===== src/rtl/rip_common_pkg.sv =====
// ----------------------------------------------------------------------------
// rip_common: shared widths, the decoded-instruction flag struct and the
// load/store helpers (access size, size mask, load/store classification).
// ----------------------------------------------------------------------------
package rip_common;

   localparam int DATA_WIDTH = 32;                // data word width
   localparam int ADDR_WIDTH = 30;                // word-address width of memory port
   localparam int NUM_COL    = 4;                 // byte lanes per word
   localparam int OFF_W      = $clog2(NUM_COL);   // byte-offset width

   // Decoded memory-instruction flags; at most one is expected to be set.
   typedef struct packed {
      logic lb;
      logic lh;
      logic lw;
      logic lbu;
      logic lhu;
      logic sb;
      logic sh;
      logic sw;
   } inst_t;

   typedef enum logic [1:0] {SZ_B, SZ_H, SZ_W} size_e;

   typedef enum logic [1:0] {ST_IDLE, ST_FIRST, ST_SECOND} lsu_state_e;

   function automatic size_e access_size(input inst_t i);
      if (i.lb | i.lbu | i.sb)      return SZ_B;
      else if (i.lh | i.lhu | i.sh) return SZ_H;
      else                          return SZ_W;
   endfunction

   function automatic logic [NUM_COL-1:0] size_mask(input inst_t i);
      case (access_size(i))
         SZ_B:    return 4'b0001;
         SZ_H:    return 4'b0011;
         default: return 4'b1111;
      endcase
   endfunction

   function automatic logic is_load(input inst_t i);
      return i.lb | i.lh | i.lw | i.lbu | i.lhu;
   endfunction

   function automatic logic is_store(input inst_t i);
      return i.sb | i.sh | i.sw;
   endfunction

endpackage


===== src/rtl/rip_lsu_align.sv =====
// ----------------------------------------------------------------------------
// rip_lsu_align: combinational lane alignment for the LSU.
//   Store side: st_mask/st_off/st_wdata -> lmask (8-lane mask spanning two
//               words), st_wdata_rot (store data rotated onto its lanes).
//   Load side : ld_size/ld_signed/ld_off/word_a/word_b -> ld_data (extracted
//               from the {word_b, word_a} pair and sign/zero extended).
// ----------------------------------------------------------------------------
module rip_lsu_align
#(
   parameter int DATA_WIDTH = rip_common::DATA_WIDTH,
   parameter int NUM_COL    = rip_common::NUM_COL
)(
   input  logic [NUM_COL-1:0]           st_mask,
   input  logic [rip_common::OFF_W-1:0] st_off,
   input  logic [DATA_WIDTH-1:0]        st_wdata,
   output logic [2*NUM_COL-1:0]         lmask,
   output logic [DATA_WIDTH-1:0]        st_wdata_rot,
   input  rip_common::size_e            ld_size,
   input  logic                         ld_signed,
   input  logic [rip_common::OFF_W-1:0] ld_off,
   input  logic [DATA_WIDTH-1:0]        word_a,
   input  logic [DATA_WIDTH-1:0]        word_b,
   output logic [DATA_WIDTH-1:0]        ld_data
);
   import rip_common::*;

   logic [2*DATA_WIDTH-1:0] st_pair;
   logic [2*DATA_WIDTH-1:0] ld_pair;
   logic [DATA_WIDTH-1:0]   ld_raw;

   assign lmask   = {{NUM_COL{1'b0}}, st_mask} << st_off;
   assign st_pair = {st_wdata, st_wdata};
   assign ld_pair = {word_b, word_a};

   // Rotate-left by 8*off: the window into {x,x} starting 8*off below the top.
   // NOTE: every always_comb output gets a default first so no path can leave
   // it unassigned and infer a latch.
   always_comb begin
      st_wdata_rot = st_pair[DATA_WIDTH - 8*int'(st_off) +: DATA_WIDTH];
      ld_raw       = ld_pair[8*int'(ld_off) +: DATA_WIDTH];
      ld_data      = ld_raw;
      case (ld_size)
         SZ_B: ld_data = {{(DATA_WIDTH-8){ld_signed & ld_raw[7]}}, ld_raw[7:0]};
         SZ_H: ld_data = {{(DATA_WIDTH-16){ld_signed & ld_raw[15]}}, ld_raw[15:0]};
         default: ld_data = ld_raw;
      endcase
   end

endmodule


===== src/rtl/rip_lsu.sv =====
// ----------------------------------------------------------------------------
// rip_lsu: load/store initiator between the MA stage and a byte-lane,
// word-addressed data memory with 1-cycle read latency.
//   clk, rstn (sync, active-low)
//   req_valid/req_ready/req_inst/req_addr/req_wdata : request from pipeline
//   resp_valid/resp_rdata                           : one-cycle completion
//   mem_en/mem_addr/mem_we/mem_wdata/mem_rdata      : memory port
// Word-crossing accesses are split into two consecutive word accesses.
// ----------------------------------------------------------------------------
module rip_lsu
#(
   parameter int DATA_WIDTH = rip_common::DATA_WIDTH,
   parameter int ADDR_WIDTH = rip_common::ADDR_WIDTH,
   parameter int NUM_COL    = rip_common::NUM_COL
)(
   input  logic                    clk,
   input  logic                    rstn,
   input  logic                    req_valid,
   output logic                    req_ready,
   input  rip_common::inst_t       req_inst,
   input  logic [DATA_WIDTH-1:0]   req_addr,
   input  logic [DATA_WIDTH-1:0]   req_wdata,
   output logic                    resp_valid,
   output logic [DATA_WIDTH-1:0]   resp_rdata,
   output logic                    mem_en,
   output logic [ADDR_WIDTH-1:0]   mem_addr,
   output logic [NUM_COL-1:0]      mem_we,
   output logic [DATA_WIDTH-1:0]   mem_wdata,
   input  logic [DATA_WIDTH-1:0]   mem_rdata
);
   import rip_common::*;

   lsu_state_e              state, state_nxt;
   inst_t                   inst_q;
   logic [OFF_W-1:0]        off_q;
   logic [ADDR_WIDTH-1:0]   waddr_q;
   logic [DATA_WIDTH-1:0]   wdata_q;
   logic [NUM_COL-1:0]      lmask_hi_q;   // lanes of the second word, 0 if aligned
   logic [DATA_WIDTH-1:0]   word_a_q;

   logic [2*NUM_COL-1:0]    lmask;
   logic [DATA_WIDTH-1:0]   st_rot;
   logic [DATA_WIDTH-1:0]   ld_data;
   logic                    accept;
   logic                    misal_q;
   logic                    resp_fire;

   assign accept    = rstn && (state == ST_IDLE) && req_valid
                      && (is_load(req_inst) || is_store(req_inst));
   assign misal_q   = |lmask_hi_q;
   assign resp_fire = ((state == ST_FIRST) && !misal_q) || (state == ST_SECOND);

   rip_lsu_align #(
      .DATA_WIDTH (DATA_WIDTH),
      .NUM_COL    (NUM_COL)
   ) u_align (
      .st_mask      (size_mask(req_inst)),
      .st_off       (req_addr[OFF_W-1:0]),
      .st_wdata     (req_wdata),
      .lmask        (lmask),
      .st_wdata_rot (st_rot),
      .ld_size      (access_size(inst_q)),
      .ld_signed    (inst_q.lb | inst_q.lh),
      .ld_off       (off_q),
      // Aligned loads finish in FIRST with both halves taken from the live word.
      .word_a       ((state == ST_SECOND) ? word_a_q : mem_rdata),
      .word_b       (mem_rdata),
      .ld_data      (ld_data)
   );

   // NOTE: sequential state uses non-blocking assignments so every flop
   // samples the pre-edge value of its inputs.
   always_ff @(posedge clk) begin
      if (!rstn) state <= ST_IDLE;
      else       state <= state_nxt;
   end

   always_comb begin
      state_nxt = state;
      case (state)
         ST_IDLE:   if (accept) state_nxt = ST_FIRST;
         ST_FIRST:  state_nxt = misal_q ? ST_SECOND : ST_IDLE;
         default:   state_nxt = ST_IDLE;
      endcase
   end

   // Memory-side outputs; reset suppresses any access, including a pending
   // second half of a split store.
   always_comb begin
      req_ready = (state == ST_IDLE);
      mem_en    = 1'b0;
      mem_addr  = '0;
      mem_we    = '0;
      mem_wdata = '0;
      case (state)
         ST_IDLE: if (accept) begin
            mem_en    = 1'b1;
            mem_addr  = req_addr[ADDR_WIDTH+1:2];
            mem_we    = is_store(req_inst) ? lmask[NUM_COL-1:0] : '0;
            mem_wdata = st_rot;
         end
         ST_FIRST: if (rstn && misal_q) begin
            mem_en    = 1'b1;
            mem_addr  = waddr_q + 1'b1;   // wraps to word 0 at the top
            mem_we    = is_store(inst_q) ? lmask_hi_q : '0;
            mem_wdata = wdata_q;
         end
         default: ;
      endcase
   end

   always_ff @(posedge clk) begin
      if (!rstn) begin
         inst_q     <= '0;
         off_q      <= '0;
         waddr_q    <= '0;
         wdata_q    <= '0;
         lmask_hi_q <= '0;
         word_a_q   <= '0;
         resp_valid <= 1'b0;
         resp_rdata <= '0;
      end else begin
         if (accept) begin
            inst_q     <= req_inst;
            off_q      <= req_addr[OFF_W-1:0];
            waddr_q    <= req_addr[ADDR_WIDTH+1:2];
            wdata_q    <= st_rot;
            lmask_hi_q <= lmask[2*NUM_COL-1:NUM_COL];
         end
         if (state == ST_FIRST) word_a_q <= mem_rdata;
         resp_valid <= resp_fire;
         if (resp_fire) resp_rdata <= is_load(inst_q) ? ld_data : '0;
      end
   end

endmodule

===== config.mk =====
export PLATFORM = sky130hd
export DESIGN_NAME = rip_lsu
export DESIGN_NICKNAME = d
export VERILOG_FILES = /design/src/rtl/rip_common_pkg.sv /design/src/rtl/rip_lsu_align.sv /design/src/rtl/rip_lsu.sv
export SDC_FILE = /design/constraint.sdc
export NUM_CORES = 1
export LEC_CHECK = 0
export ABC_CLOCK_PERIOD_IN_PS = 2600
export BUFFER_PORTS_ARGS = -buffer_cell sky130_fd_sc_hd__buf_4
export CAP_MARGIN = 20
export CORE_MARGIN = 1
export CORE_UTILIZATION = 50
export DETAILED_ROUTE_END_ITERATION = 10
export PLACE_DENSITY = 0.78
export SYNTH_ARGS = -nofsm -noshare
export SYNTH_HDL_FRONTEND = slang
export SYNTH_HIERARCHICAL = 1
export SYNTH_SLANG_ARGS = --single-unit

===== constraint.sdc =====
create_clock -name clk -period 2.6 [get_ports clk]
set_clock_uncertainty 0.1 [all_clocks]
set_input_delay 0.13 -clock clk [delete_from_list [all_inputs] [get_ports clk]]
set_output_delay 0.13 -clock clk [all_outputs]
set_load 0.02 [all_outputs]

==> qor.csv <==
metric,value,unit
Mapped Area,8960,um2
Final Net Count,1443,
Clock Path Buffers,2,
total number of vias,9232,
"critical path, cell by cell",ha_4 > and4_4 > buf_4 > nand4_1 > or3_1 > o211ai_1 > buf_4,
Core Region,17400,um2
Pins Over Slew Limit,0,
PD cells,535,nW/um2
first-pass GRT wire length,42200,um
CTS tree,built,
share of the synthesized area in the top cell type,0.320,
initial DRC count,808,
H-tree depth,4,
die width,136,um
Post-Route Setup TNS,0,ns
critical path arrival,2.33,ns
post-route clock period utilization,0.986,
crit path capture type,output pin,
"Top FF cell, synth",dfxtp_1,
crit path kind,reg -> out,
crit path max fanout,4,
pre-CTS setup slack,0.0870,ns
sequential area share after synthesis,0.320,
total grt overflow,0,
initial antenna violation count,0,
Filler cells,1373,
CP required,2.37,ns
largest net degree at the start of global routing,108,
CP most frequent cell,buf_4,
most frequent cell after synthesis,nand2_1,
max_cap viols,0,
final wirelength,28000,um
static leakage,0.00497,uW
Starting Density,0.514,
area delta synth->final,35.9,%
number of synthesized register bits,143,
# port buffers,207,
"FFs w/ async S/R, synth",0,
final setup violation count,0,
DIE AREA,18500,um2
Final ANT Viol Nets,0,
clk root buf,clkbuf_16,
Clock transition at path regs,0.06,ns
Peak VDD IR,533,uV
vias in the first global route,8329,
row cnt,48,
Tightest Pin Transition,0.937,ns
max frequency,390,MHz
total CTS buffers,17,
Post-DP HPWL,17600,um
Post-DP Area,10600,um2
Worst Hold Class,in -> reg,
DR WL/cell,17.8,um
Synth top cells by count,"nand2_1, dfxtp_1, a21boi_0, nand3_1, clkbuf_1",
DIE HEIGHT,136,um
Synth Area per Inst,8.18,um2
Final Wtd Congestion,0.865,
drt via density,5.88,
overall global routing resource usage,0.290,
Critical Path Start Type,register,
clock sinks,143,
Skew-Pair Late Insertion Delay,0.42,ns
Yosys top cell by area,dfxtp_1,
unique cell type count in the Yosys netlist,58,
Boundary Pins,208,
Yosys warning count,6,
minimum clock period,2.56,ns
Post-Synthesis Cells,1095,
Synth area leaders,"dfxtp_1, nand2_1, mux4_2",
final worst-path setup slack,0.0370,ns
number of synthesized flops with an enable pin,0,
outcome,finished clean,
share of layout cells above drive strength 1,0.280,
slew margin rel.,0.375,
CP max stage cell,dfxtp_2,
1st-pass router iterations,5,
final hold viol count,0,
CP peak stage delay,0.37,ns
DRC violations left,0,
fin area,12200,um2
==> critical path, delay by kind of cell (launching register included) <==
family                   cells  cell delay [ns]
AO/OA/AOI/OAI                1             0.29
buffers and inverters        2             0.33
adder cells (fa/ha/maj)      1             0.16
flip-flops                   1             0.37
AND/OR/NAND/NOR              3             0.74
==> sequential cells by signal (all words and copies together) (netlist names) <==
name	count
resp_rdata	32
wdata_q	32
word_a_q	32
waddr_q	30
inst_q	8
lmask_hi_q	4
off_q	2
state	2
resp_valid	1
==> where the power goes <==
group          switching, uW  internal [uW]  leakage, uW
logic                    775            683      0.00350
registers               82.0           2300      0.00117
clock network            967           1710     0.000303
total                   1820           4690      0.00497
==> what timing repair did <==
action | CTS | global route
pin swaps | 1 | 3
hold buffers | 72 | 0
gates cloned | 0 | 4
buffers inserted | 0 | 5
endpoints found under the setup margin | 48 | 55
gates resized for setup | 3 | 27
endpoints found under the hold margin | 73 | 0
==> final timing paths <==
check | startpoint | end | slack (ns) | depth (start not counted)
worst min-delay path | req_wdata[6] | wdata_q[22] | 0.11 | 5
worst max-delay path | waddr_q[1] | mem_addr[28] | 0.04 | 7
worst min register to register | wdata_q[10] | wdata_q[10] | 0.35 | 2
worst max register to register | state[0] | resp_rdata[23] | 0.20 | 8
==> layout by cell type, fill, tap and decap left out, types with 5 or more instances in the layout <==
master         synthesis  routed
o311ai_0               9       8
dlygate4sd3_1          0      72
xor2_1                 8       8
clkbuf_16              0      19
or3_1                  8       8
a21boi_0              88      88
o21ai_1                9       9
nor2_1                 7       7
o211ai_1              11      11
buf_4                 11     232
dfxtp_1              143     140
o22ai_1               16      16
or4_1                 11      11
clkinv_2               0       5
a21boi_1              39      38
a22oi_1                7       7
mux4_2                41      41
nand3_1               64      61
mux2_2                33      33
nand2_1              351     351
o21ai_0               31      31
mux2i_1               35      35
inv_1                  7       6
bufinv_16              0       5
nand4_1               11      11
==> layout make-up <==
| type | instances | area [um2] | share of cell area |
|---|---|---|---|
| antenna | 1 | 2.50 | 0.000206 |
| clock buffer | 18 | 439 | 0.0361 |
| clock inverter | 12 | 193 | 0.0158 |
| inverter | 9 | 51.3 | 0.00421 |
| multi-input combinational | 849 | 5710 | 0.469 |
| sequential | 143 | 2870 | 0.235 |
| tap | 225 | 282 | 0.0231 |
| timing repair buffer | 313 | 2630 | 0.216 |
| timing repair inverter | 1 | 5.00 | 0.000411 |
==> stage by stage <==
step	power, uW	instances	hold WS [ns]	util
6_report	6520	1571	0.105	0.699
5_1_grt	6750	1570	0.133	0.699
4_1_cts	6460	1561	0.0847	0.687
3_5_place_dp	3720	1459	0.246	0.608
3_3_place_gp	3700	1459	0.240	0.608
2_1_floorplan	3270	1097	0.129	-
==> kinds of logic after synthesis <==
group | share of synthesized area
buffers and inverters | 0.0543
xor gates and xnor gates | 0.00978
other | 0.000838
adders and majority gates | 0.00279
DFF | 0.320
AOI/OAI and AO/OA | 0.182
and+or+nand+nor | 0.242
muxes | 0.189
==> metal layers <==
layer  part of all wire  global-route usage  vias up
met5                  0                   0        -
met4              0.032               0.118        0
met3              0.078              0.0522       76
met2               0.48               0.466      441
met1               0.41               0.383     4357
li1                   -                   -     4358
Note: power is estimated with default switching activity, not from simulation.
